**src/rtl/wmaster_pkg.sv**
```systemverilog
// Shared definitions for the wmaster bus initiator: bus widths, the SSP
// address decode constant, FSM state encoding and the packed command word.
package wmaster_pkg;

  localparam int unsigned ADR_W = 26;
  localparam int unsigned DAT_W = 32;

  // Address bit that selects the SSP range on the slave bridge.
  localparam logic [ADR_W-1:0] SSP_DATA_ADR = 26'h0010000;

  typedef enum logic [1:0] {
    IDLE = 2'd0,
    BUS  = 2'd1,
    RESP = 2'd2
  } state_e;

  typedef struct packed {
    logic             we;
    logic [ADR_W-1:0] adr;
    logic [DAT_W-1:0] dat;
  } cmd_t;

  function automatic logic is_ssp(input logic [ADR_W-1:0] adr);
    return |(adr & SSP_DATA_ADR);
  endfunction

endpackage

```
**src/rtl/wmaster_cmd_fifo.sv**
```systemverilog
// Command FIFO for wmaster.
// Synchronous FIFO of FIFO_DEPTH command words with registered read/write
// pointers and an occupancy count. Pointers wrap modulo FIFO_DEPTH.
// Ports:
//   clk_i, rst_i  clock, asynchronous active-high reset (flushes the FIFO)
//   push_i        write push_data_i (ignored when full)
//   push_data_i   command word to store
//   pop_i         advance the head (ignored when empty)
//   full_o        FIFO holds FIFO_DEPTH entries
//   empty_o       FIFO holds no entries
//   head_o        oldest stored command
module wmaster_cmd_fifo
  import wmaster_pkg::*;
#(
  parameter int unsigned FIFO_DEPTH = 4
) (
  input  logic clk_i,
  input  logic rst_i,
  input  logic push_i,
  input  cmd_t push_data_i,
  input  logic pop_i,
  output logic full_o,
  output logic empty_o,
  output cmd_t head_o
);

  localparam int unsigned PTR_W = $clog2(FIFO_DEPTH);
  localparam int unsigned CNT_W = PTR_W + 1;

  if (FIFO_DEPTH < 2 || (FIFO_DEPTH & (FIFO_DEPTH - 1)) != 0) begin : g_bad_depth
    $error("wmaster_cmd_fifo: FIFO_DEPTH must be a power of two >= 2");
  end

  cmd_t             mem_q [FIFO_DEPTH];
  cmd_t             mem_d [FIFO_DEPTH];
  logic [PTR_W-1:0] wr_ptr_q, wr_ptr_d;
  logic [PTR_W-1:0] rd_ptr_q, rd_ptr_d;
  logic [CNT_W-1:0] count_q, count_d;
  logic             do_push, do_pop;

  assign full_o  = (count_q == CNT_W'(FIFO_DEPTH));
  assign empty_o = (count_q == '0);
  assign do_push = push_i && !full_o;
  assign do_pop  = pop_i && !empty_o;
  assign head_o  = mem_q[rd_ptr_q];

  always_comb begin
    mem_d    = mem_q;
    wr_ptr_d = wr_ptr_q;
    rd_ptr_d = rd_ptr_q;
    count_d  = count_q;
    if (do_push) begin
      mem_d[wr_ptr_q] = push_data_i;
      wr_ptr_d        = wr_ptr_q + 1'b1;
    end
    if (do_pop) begin
      rd_ptr_d = rd_ptr_q + 1'b1;
    end
    case ({do_push, do_pop})
      2'b10:   count_d = count_q + 1'b1;
      2'b01:   count_d = count_q - 1'b1;
      default: count_d = count_q;
    endcase
  end

  always_ff @(posedge clk_i or posedge rst_i) begin
    if (rst_i) begin
      mem_q    <= '{default: '0};
      wr_ptr_q <= '0;
      rd_ptr_q <= '0;
      count_q  <= '0;
    end else begin
      mem_q    <= mem_d;
      wr_ptr_q <= wr_ptr_d;
      rd_ptr_q <= rd_ptr_d;
      count_q  <= count_d;
    end
  end

endmodule

```
**src/rtl/wmaster.sv**
```systemverilog
// wmaster: Wishbone-style single-cycle bus initiator.
// A requester pushes commands into a small FIFO; each command is issued as
// one bus cycle (IDLE -> BUS -> RESP) and produces exactly one response pulse,
// in FIFO order. Bus address/data/we/tag are registered at pop and held for
// the whole BUS state; stb is low for at least two cycles between cycles.
// Optional feature macro: WMASTER_TIMEOUT_EN -- abort a bus cycle with
// rsp_err_o after TIMEOUT_CYCLES cycles without ack.
// Ports:
//   clk_i, rst_i                 clock, asynchronous active-high reset
//   req_valid_i/req_ready_o      command handshake (ready = FIFO not full)
//   req_we_i, req_adr_i, req_dat_i  command fields
//   rsp_valid_o                  one-cycle response pulse
//   rsp_dat_o, rsp_tag_o, rsp_err_o  read data, sampled slave tag, timeout flag
//   busy_o                       FSM not idle or FIFO not empty
//   cyc_o, stb_o, we_o, adr_o, dat_o, tagn_o  bus master outputs
//   ack_i, dat_i, tagn_i         bus slave inputs
module wmaster
  import wmaster_pkg::*;
#(
  parameter int unsigned FIFO_DEPTH     = 4,
  parameter int unsigned TIMEOUT_CYCLES = 16
) (
  input  logic             clk_i,
  input  logic             rst_i,
  input  logic             req_valid_i,
  output logic             req_ready_o,
  input  logic             req_we_i,
  input  logic [ADR_W-1:0] req_adr_i,
  input  logic [DAT_W-1:0] req_dat_i,
  output logic             rsp_valid_o,
  output logic [DAT_W-1:0] rsp_dat_o,
  output logic             rsp_tag_o,
  output logic             rsp_err_o,
  output logic             busy_o,
  output logic             cyc_o,
  output logic             stb_o,
  output logic             we_o,
  output logic [ADR_W-1:0] adr_o,
  output logic [DAT_W-1:0] dat_o,
  output logic             tagn_o,
  input  logic             ack_i,
  input  logic [DAT_W-1:0] dat_i,
  input  logic             tagn_i
);

  if (TIMEOUT_CYCLES < 1) begin : g_bad_timeout
    $error("wmaster: TIMEOUT_CYCLES must be >= 1");
  end

  state_e           state_q, state_d;
  logic [ADR_W-1:0] adr_q, adr_d;
  logic [DAT_W-1:0] dat_q, dat_d;
  logic             we_q, we_d;
  logic [DAT_W-1:0] rsp_dat_q, rsp_dat_d;
  logic             rsp_tag_q, rsp_tag_d;

  logic fifo_pop, fifo_full, fifo_empty;
  cmd_t fifo_head, push_cmd;
  logic in_bus, in_resp;

`ifdef WMASTER_TIMEOUT_EN
  localparam int unsigned TMO_W = $clog2(TIMEOUT_CYCLES + 1);
  logic [TMO_W-1:0] tmo_q, tmo_d;
  logic             rsp_err_q, rsp_err_d;
`endif

  assign push_cmd = {req_we_i, req_adr_i, req_dat_i};

  wmaster_cmd_fifo #(
    .FIFO_DEPTH(FIFO_DEPTH)
  ) u_cmd_fifo (
    .clk_i      (clk_i),
    .rst_i      (rst_i),
    .push_i     (req_valid_i),
    .push_data_i(push_cmd),
    .pop_i      (fifo_pop),
    .full_o     (fifo_full),
    .empty_o    (fifo_empty),
    .head_o     (fifo_head)
  );

  always_comb begin
    state_d   = state_q;
    adr_d     = adr_q;
    dat_d     = dat_q;
    we_d      = we_q;
    rsp_dat_d = rsp_dat_q;
    rsp_tag_d = rsp_tag_q;
    fifo_pop  = 1'b0;
`ifdef WMASTER_TIMEOUT_EN
    tmo_d     = tmo_q;
    rsp_err_d = rsp_err_q;
`endif
    case (state_q)
      IDLE: begin
        if (!fifo_empty) begin
          fifo_pop = 1'b1;
          adr_d    = fifo_head.adr;
          we_d     = fifo_head.we;
          dat_d    = fifo_head.we ? fifo_head.dat : '0;
          state_d  = BUS;
`ifdef WMASTER_TIMEOUT_EN
          tmo_d    = '0;
`endif
        end
      end
      BUS: begin
        // An ack in the same cycle the limit is reached takes priority.
        if (ack_i) begin
          rsp_dat_d = we_q ? '0 : dat_i;
          rsp_tag_d = tagn_i;
          state_d   = RESP;
`ifdef WMASTER_TIMEOUT_EN
          rsp_err_d = 1'b0;
        end else if (tmo_q == TMO_W'(TIMEOUT_CYCLES - 1)) begin
          rsp_dat_d = '0;
          rsp_tag_d = 1'b0;
          rsp_err_d = 1'b1;
          state_d   = RESP;
        end else begin
          tmo_d = tmo_q + 1'b1;
`endif
        end
      end
      RESP:    state_d = IDLE;
      default: state_d = IDLE;
    endcase
  end

  always_ff @(posedge clk_i or posedge rst_i) begin
    if (rst_i) begin
      state_q   <= IDLE;
      adr_q     <= '0;
      dat_q     <= '0;
      we_q      <= 1'b0;
      rsp_dat_q <= '0;
      rsp_tag_q <= 1'b0;
`ifdef WMASTER_TIMEOUT_EN
      tmo_q     <= '0;
      rsp_err_q <= 1'b0;
`endif
    end else begin
      state_q   <= state_d;
      adr_q     <= adr_d;
      dat_q     <= dat_d;
      we_q      <= we_d;
      rsp_dat_q <= rsp_dat_d;
      rsp_tag_q <= rsp_tag_d;
`ifdef WMASTER_TIMEOUT_EN
      tmo_q     <= tmo_d;
      rsp_err_q <= rsp_err_d;
`endif
    end
  end

  // All bus/response outputs decode from registered state, so the
  // asynchronous reset clears them immediately.
  assign in_bus      = (state_q == BUS);
  assign in_resp     = (state_q == RESP);
  assign cyc_o       = in_bus;
  assign stb_o       = in_bus;
  assign we_o        = in_bus && we_q;
  assign tagn_o      = in_bus && is_ssp(adr_q);
  assign adr_o       = adr_q;
  assign dat_o       = dat_q;
  assign rsp_valid_o = in_resp;
  assign rsp_dat_o   = in_resp ? rsp_dat_q : '0;
  assign rsp_tag_o   = in_resp && rsp_tag_q;
`ifdef WMASTER_TIMEOUT_EN
  assign rsp_err_o   = in_resp && rsp_err_q;
`else
  assign rsp_err_o   = 1'b0;
`endif
  assign req_ready_o = !fifo_full;
  assign busy_o      = (state_q != IDLE) || !fifo_empty;

endmodule
```
**config.mk**
```make
export PLATFORM = sky130hd
export DESIGN_NAME = wmaster
export DESIGN_NICKNAME = d
export VERILOG_FILES = /design/src/rtl/wmaster_pkg.sv /design/src/rtl/wmaster_cmd_fifo.sv /design/src/rtl/wmaster.sv
export SDC_FILE = /design/constraint.sdc
export NUM_CORES = 1
export LEC_CHECK = 0
export ABC_AREA = 1
export ABC_CLOCK_PERIOD_IN_PS = 12300
export CAP_MARGIN = 30
export CELL_PAD_IN_SITES_DETAIL_PLACEMENT = 1
export CELL_PAD_IN_SITES_GLOBAL_PLACEMENT = 1
export CORE_MARGIN = 4
export CORE_UTILIZATION = 45
export CTS_CLUSTER_SIZE = 20
export DETAILED_ROUTE_END_ITERATION = 10
export MAX_ROUTING_LAYER = met4
export PLACE_DENSITY_LB_ADDON = 0.15
export SLEW_MARGIN = 5
export SYNTH_ARGS = -nofsm -noshare
export SYNTH_HDL_FRONTEND = slang
export SYNTH_HIERARCHICAL = 1
export SYNTH_SLANG_ARGS = --single-unit
```
**constraint.sdc**
```tcl
create_clock -name clk_i -period 12.3 [get_ports clk_i]
set_input_delay 2.46 -clock clk_i [delete_from_list [all_inputs] [get_ports clk_i]]
set_output_delay 2.46 -clock clk_i [all_outputs]
set_load 0.05 [all_outputs]
```
==> results of run 1 <==
-- worst reg2reg max path: cells and delay by family, from the launching register on --
kind | cells | cell delay (ns)
adders and majority gates | 2 | 0.55
and+or+nand+nor | 7 | 1.29
DFF | 1 | 0.45
buffers and inverters | 4 | 1.10
-- how the worst min path moves through the flow --
stage	from	to	slack [ns]	depth (start not counted)
after floorplan	u_cmd_fifo/mem_q[0]$_DFFE_PP0P_	u_cmd_fifo/mem_q[0]$_DFFE_PP0P_	0.44	2
after global placement	u_cmd_fifo/mem_q[0]$_DFFE_PP0P_	u_cmd_fifo/mem_q[0]$_DFFE_PP0P_	0.45	2
after CTS	u_cmd_fifo/mem_q[121]$_DFFE_PP0P_	u_cmd_fifo/mem_q[121]$_DFFE_PP0P_	0.47	2
after detailed placement	u_cmd_fifo/mem_q[121]$_DFFE_PP0P_	u_cmd_fifo/mem_q[121]$_DFFE_PP0P_	0.45	2
after global routing	u_cmd_fifo/mem_q[159]$_DFFE_PP0P_	u_cmd_fifo/mem_q[159]$_DFFE_PP0P_	0.49	2
final	u_cmd_fifo/mem_q[121]$_DFFE_PP0P_	u_cmd_fifo/mem_q[121]$_DFFE_PP0P_	0.46	2
-- power groups by stage --
stage,sequential (mW),combinational (mW),clock [mW]
floorplan,2.04,1.64,0
global placement,1.91,2.42,0
detailed placement,1.92,2.55,0
CTS,1.91,2.58,1.13
global route,1.98,2.85,1.18
finish,1.92,2.56,1.11
-- placed cells by master (no fill, tap or decap) --
master,Yosys,final
buf_16,0,6
xnor2_1,1,1
clkbuf_8,0,4
nand3_4,0,4
clkinv_2,0,6
o21ai_4,0,1
nor2_2,2,1
nor2_4,1,2
conb_1,1,1
o21ai_0,160,159
nand2_8,0,1
inv_2,3,2
inv_1,118,115
dfrtp_4,0,1
nand2_1,710,710
clkinvlp_4,0,1
fa_1,1,1
bufinv_16,0,1
ha_4,0,4
clkbuf_16,0,41
diode_2,0,2
o21ai_1,19,19
inv_4,0,2
clkdlybuf4s50_1,0,192
ha_1,5,1
nand3_2,5,1
buf_12,0,3
nand2_4,1,1
nand3_1,97,97
buf_4,31,13
clkbuf_1,49,13
nor2_1,244,244
inv_8,0,1
nand4_1,237,237
dfrtp_1,337,336
buf_6,9,1
-- per-stage QoR --
stage | hold WS [ns] | setup WS [ns] | power, mW | area (µm²)
2_1_floorplan | 0.437 | 3.17 | 3.68 | 16500
3_3_place_gp | 0.447 | 7.34 | 4.33 | 18300
3_5_place_dp | 0.453 | 7.25 | 4.48 | 18400
4_1_cts | 0.467 | 7.04 | 5.62 | 19600
5_1_grt | 0.487 | 6.91 | 6.01 | 19700
6_report | 0.463 | 7.10 | 5.59 | 19700
-- cells by family (layout without fill, tap and decap cells) --
logic type | Yosys count | in the layout | share of synthesized area
buf+inv | 306 | 401 | 0.0879
xor+xnor | 1 | 1 | 0.000530
fa+ha+maj | 6 | 6 | 0.00500
simple gates | 1298 | 1298 | 0.342
compound gates | 179 | 179 | 0.0542
other cells | 1 | 3 | 0.000227
flops | 337 | 337 | 0.511
-- routing by layer --
layer	wire, µm	vias to the layer above
li1	-	7062
met1	23700	7668
met2	26100	365
met3	2410	63
met4	750	0
met5	0	-
-- cell type report --
cell class	count	area [µm²]	share of cell area
Inverter	121	468	0.0238
Tap cell	461	577	0.0293
Antenna cell	2	5.00	0.000254
Multi-Input combinational cell	1485	6740	0.343
Sequential cell	337	8440	0.429
Timing Repair Buffer	215	2260	0.115
Clock buffer	58	1130	0.0574
Clock inverter	7	62.6	0.00318
-- sequential cells by signal, summed over array words and instances, names as in the netlist --
| name | flops |
|---|---|
| dat_o | 32 |
| u_cmd_fifo/rd_ptr_q | 2 |
| u_cmd_fifo/mem_q | 236 |
| adr_o | 26 |
| we_q | 1 |
| rsp_tag_q | 1 |
| state_q | 2 |
| u_cmd_fifo/wr_ptr_q | 2 |
| u_cmd_fifo/count_q | 3 |
| rsp_dat_q | 32 |
==> results by group, run 1 <==
Finish
  – Fin util: 0.548
  – Share of cells above drive strength 1: 0.0436
  – Fin cells: 2686
  – # nets final: 2301
  – Synth-to-Final Area Change: 19.1%
  – Filler cells: 4358

Power and ir drop
  – Sw Share: 0.458
  – Net Sw Power: 2.56 mW
  – Share of power burned in registers: 0.343
  – Comb power frac: 0.458
  – Leakage: 10.0 nW
  – Power Internal: 3.03 mW
  – Clock share of power: 0.199
  – Maximum VDD drop: 0.000159 V
  – Cell Pwr Density: 284 nW/µm²

Worst setup path
  – Critical Path RT: 9.84 ns
  – Critical path origin: state_q[0]$_DFFE_PP0P_
  – R2R depth: 13
  – Worst R2R End: u_cmd_fifo/count_q[2]$_DFFE_PP0P_
  – Startpoint Class: flip-flop
  – Crit end category: output port
  – Data arrival, critical path: 2.74 ns
  – R2R setup slack: 8.80 ns
  – Critical path class: flip-flop to output port
  – Worst-path maximum fanout: 21
  – Max incr delay on CP: 0.83 ns
  – CP top delay family: buffers and inverters
  – Worst reg2reg startpoint: state_q[0]$_DFFE_PP0P_
  – Worst Setup EP: rsp_dat_o[5]
  – Worst path bufs/invs: 3
  – Worst-path cell chain: inv_2, nand2_1, buf_16, nor2_1, clkdlybuf4s50_1
  – CP max stage cell: clkdlybuf4s50_1
  – Crit path depth: 5

Logic synthesis
  – Synth Instances: 2128
  – Async set or reset register ratio after synthesis: 1.00
  – Syn_area_per_cell: 7.76 µm²
  – Post-synth EDFFs: 0
  – Ys Warns: 6
  – Syn Std Cell Area: 16500 µm²
  – Synth area leaders: dfrtp_1, nand2_1, nand4_1
  – Prevailing post-synth register cell: dfrtp_1
  – Seq/Total Area, Yosys: 0.511
  – Commonest cells in the netlist: nand2_1, dfrtp_1, nor2_1, nand4_1, o21ai_0
  – Share of the synthesized area in the top cell type: 0.511
  – Count leader, synth: nand2_1
  – Yosys cell types: 23
  – Yosys top cell by area: dfrtp_1
  – Seq cells post-synth: 337
  – Synthesized Nets: 2230

Drt
  – Drt first pass iters: 5
  – DRC viols: 0
  – Final wirelength: 53000 µm
  – ANT nets after route: 0
  – Iter 0 DRT Violations: 1041
  – Drt wl/cell: 19.7 µm
  – Via count: 15.2k
  – Vias per inst: 5.64

Global route
  – Initial antenna violation count: 2
  – Met3 Use GR: 0.0293
  – First-pass GRT wire length: 85200 µm
  – Vias in the first global route: 15.7k
  – Global Route Usage Sum: 0.271
  – M2 GR Usage: 0.452
  – Largest net degree at the start of global routing: 119
  – Most used routing layer: met2
  – Grt total ovfl: 0
  – GR Util met1: 0.365

Floorplan
  – Chip width: 200 µm
  – Initial Util: 0.460
  – DIE AREA: 39800 µm²
  – Core region area: 35900 µm²
  – Core Rows: 69
  – Die span in y: 200 µm
  – # IOs: 195

STA
  – Slew Limit Fails: 0
  – Slew headroom: 0.337
  – Min Tclk post-route: 5.20 ns
  – Final Hold Fails: 0
  – Finish-stage setup viols: 0
  – Sum Neg Setup Slack: 0 ns
  – Worst slew pin tran: 0.995 ns
  – Clock Skews: 0.0144 ns
  – Final period util: 0.423
  – RSZ-0062 raised after global routing: false
  – Highest clock rate: 192 MHz

Min path
  – Min-delay worst type: flip-flop to flip-flop

Flow run
  – Max_cap viols: 0

Status
  – Status: finished, final reports clean

Clock network
  – # Post-CTS Setup Buffers: 0
  – CTS sink count: 337
  – Clock slew at reported path FFs: 0.06 ns
  – Root Driver: clkbuf_16
  – CTS resizes: 0
  – Num CTS Buffers: 39
  – Cts-stage hold buffer count: 0
  – CTS Buffer Depth: 3
  – CTS H-tree lvls: 2
  – CTS tree: built
  – Skew-Pair Late Insertion Delay: 0.52 ns

Placement
  – GPL Wtd Cong: 0.766
  – Buffers on Ports: 193
  – Dpl cells: 2616
  – Hpwl dp: 29300 µm
No activity file was read; power rests on OpenSTA's default activity.
==> run 2: changes to the inputs <==
Settings changed: ABC_CLOCK_PERIOD_IN_PS 12300 to 5500, CORE_UTILIZATION 45 to 42.
Clock period 12.3 ns to 5.5 ns, I/O delays scaled along.
==> results by group, run 2 (synthesis results as in run 1) <==
Global route
  – Vias in the first global route: 15.7k (about the same)
  – Global Route Usage Sum: 0.260 (was 0.271)
  – First-pass GRT wire length: 87100 µm (was 85200 µm)
  – Largest net degree at the start of global routing: 162 (was 119)
  – Grt total ovfl: 0 (unchanged)
  – Initial antenna violation count: 2 (unchanged)

STA
  – Sum Neg Setup Slack: 0 ns (unchanged)
  – Min Tclk post-route: 3.89 ns
  – Highest clock rate: 257 MHz
  – Worst Hold Slack: 0.463 ns (about the same)
  – Clock Skews: 0.0147 ns (was 0.0144 ns)
  – Worst slew pin tran: 0.976 ns (was 0.995 ns)
  – Final Hold Fails: 0 (unchanged)
  – Slew Limit Fails: 0 (unchanged)
  – Finish-stage setup viols: 0 (unchanged)
  – RSZ-0062 raised after global routing: false (unchanged)
  – Final period util: 0.708
  – Slew headroom: 0.349 (was 0.337)

Drt
  – Drt first pass iters: 5 (unchanged)
  – DRC viols: 0 (unchanged)
  – Top layer in use: met4 (unchanged)
  – Final wirelength: 53900 µm (was 53000 µm)
  – Via count: 15.1k (was 15.2k)
  – Vias per inst: 5.49 (was 5.64)
  – Metal2 WL: 26600 µm (was 26100 µm)
  – Wire length on met1: 24200 µm (was 23700 µm)
  – Drt wl/cell: 19.7 µm (about the same)
  – Iter 0 DRT Violations: 1163 (was 1041)
  – ANT nets after route: 0 (unchanged)
  – Met3 wire len: 2290 µm (was 2410 µm)

Placement
  – Area after DPL: 18500 µm² (was 18400 µm²)
  – Dpl cells: 2674 (was 2616)
  – Buffers on Ports: 193 (unchanged)
  – Hpwl dp: 29600 µm (was 29300 µm)
  – GPL Wtd Cong: 0.755 (was 0.766)

Clock network
  – Skew-Pair Late Insertion Delay: 0.53 ns (was 0.52 ns)
  – CTS tree: built (unchanged)
  – Num CTS Buffers: 39 (unchanged)
  – Clock slew at reported path FFs: 0.06 ns (about the same)
  – CTS sink count: 337 (unchanged)
  – # Post-CTS Setup Buffers: 0 (unchanged)
  – CTS Buffer Depth: 3 (unchanged)
  – Cts-stage hold buffer count: 0 (unchanged)
  – CTS H-tree lvls: 2 (unchanged)
  – Root Driver: clkbuf_16 (unchanged)
  – CTS resizes: 0 (unchanged)

Status
  – Status: finished, final reports clean (unchanged)

Floorplan
  – Core Rows: 72 (was 69)
  – Core region area: 38700 µm² (was 35900 µm²)
  – Chip width: 206 µm (was 200 µm)
  – DIE AREA: 42600 µm² (was 39800 µm²)
  – Die span in y: 206 µm (was 200 µm)
  – # IOs: 195 (unchanged)
  – Initial Util: 0.426 (was 0.460)

Finish
  – Filler cells: 4723 (was 4358)
  – Share of cells above drive strength 1: 0.0459 (was 0.0436)
  – Number of flip-flops under the largest register name: 236 (unchanged)
  – Synth-to-Final Area Change: 19.9% (was 19.1%)
  – Fin cells: 2742 (was 2686)
  – Commonest non-fill, non-tap cells in the layout: nand2_1, dfrtp_1, nor2_1 (unchanged)
  – Fin util: 0.511 (was 0.548)
  – # nets final: 2304 (was 2301)
  – Largest register by flop count: u_cmd_fifo/mem_q (unchanged)
  – Final instance area: 19800 µm² (was 19700 µm²)
  – Commonest non-fill, non-tap cell in the layout: nand2_1 (unchanged)

Worst setup path
  – Data arrival, critical path: 2.79 ns (was 2.74 ns)
  – Critical Path RT: 4.40 ns (was 9.84 ns)
  – Worst R2R End: u_cmd_fifo/count_q[2]$_DFFE_PP0P_ (unchanged)
  – Critical path class: flip-flop to output port (unchanged)
  – Worst reg2reg startpoint: state_q[0]$_DFFE_PP0P_ (unchanged)
  – Startpoint Class: flip-flop (unchanged)
  – Worst-path maximum fanout: 106 (was 21)
  – R2R depth: 12 (was 13)
  – R2R setup slack: 1.99 ns (was 8.80 ns)
  – Crit end category: output port (unchanged)

Min path
  – Worst Hold End: u_cmd_fifo/mem_q[172]$_DFFE_PP0P_ (was u_cmd_fifo/mem_q[121]$_DFFE_PP0P_)
  – Hold Path Depth: 2 (unchanged)
  – Hold path start: u_cmd_fifo/mem_q[172]$_DFFE_PP0P_ (was u_cmd_fifo/mem_q[121]$_DFFE_PP0P_)
  – Min-delay worst type: flip-flop to flip-flop (unchanged)

Power and ir drop
  – Cell Pwr Density: 636 nW/µm² (was 284 nW/µm²)
  – Maximum VDD drop: 0.000362 V (was 0.000159 V)
  – Leakage: 10.1 nW (was 10.0 nW)

Flow run
  – Max_cap viols: 0 (unchanged)
-- run 2: area by class of cell --
cell class / instances / area, µm² / share of cell area
Sequential cell: 337 / 8440 / 0.426
Multi-Input combinational cell: 1485 / 6740 / 0.340
Timing Repair Buffer: 218 / 2300 / 0.116
Clock buffer: 56 / 1160 / 0.0587
Tap cell: 518 / 648 / 0.0327
Inverter: 121 / 464 / 0.0234
Clock inverter: 5 / 50.0 / 0.00253
Antenna cell: 2 / 5.00 / 0.000253
-- run 2: worst max path at each step --
stage                                       from                           endpoint  slack (ns)
2_1_floorplan                              rst_i  u_cmd_fifo/count_q[0]$_DFFE_PP0P_        1.21
3_3_place_gp              state_q[0]$_DFFE_PP0P_  u_cmd_fifo/count_q[2]$_DFFE_PP0P_        2.17
3_5_place_dp              state_q[0]$_DFFE_PP0P_  u_cmd_fifo/count_q[2]$_DFFE_PP0P_        2.07
5_1_grt        u_cmd_fifo/count_q[1]$_DFFE_PP0P_                        req_ready_o        1.50
4_1_cts        u_cmd_fifo/count_q[1]$_DFFE_PP0P_                        req_ready_o        1.52
6_report       u_cmd_fifo/count_q[1]$_DFFE_PP0P_                        req_ready_o        1.61
-- run 2: stage by stage --
stage	setup slack, ns	total power [mW]
6_report	1.61	12.6
5_1_grt	1.50	13.6
4_1_cts	1.52	12.6
3_5_place_dp	2.07	10.0
3_3_place_gp	2.17	9.73
2_1_floorplan	1.21	8.22
-- run 2: per-layer routing --
layer / GRT usage / up-vias
met1: 0.353 / 7636
met5: - / -
met4: 0.0556 / 0
met3: 0.0306 / 68
met2: 0.427 / 310
li1: - / 7051
-- run 2: power by group --
part | switching [mW] | internal (mW)
combinational | 4.04 | 1.76
clock | 1.01 | 1.50
sequential | 0.681 | 3.60
total | 5.74 | 6.85
-- run 2: worst max-delay path: stages (launching register included) --
cell	delay, ns
dfrtp_1	0.41
nor2_2	0.10
nand2_8	0.29
buf_16	0.42
inv_1	0.10
inv_1	0.07
clkdlybuf4s50_1	0.80
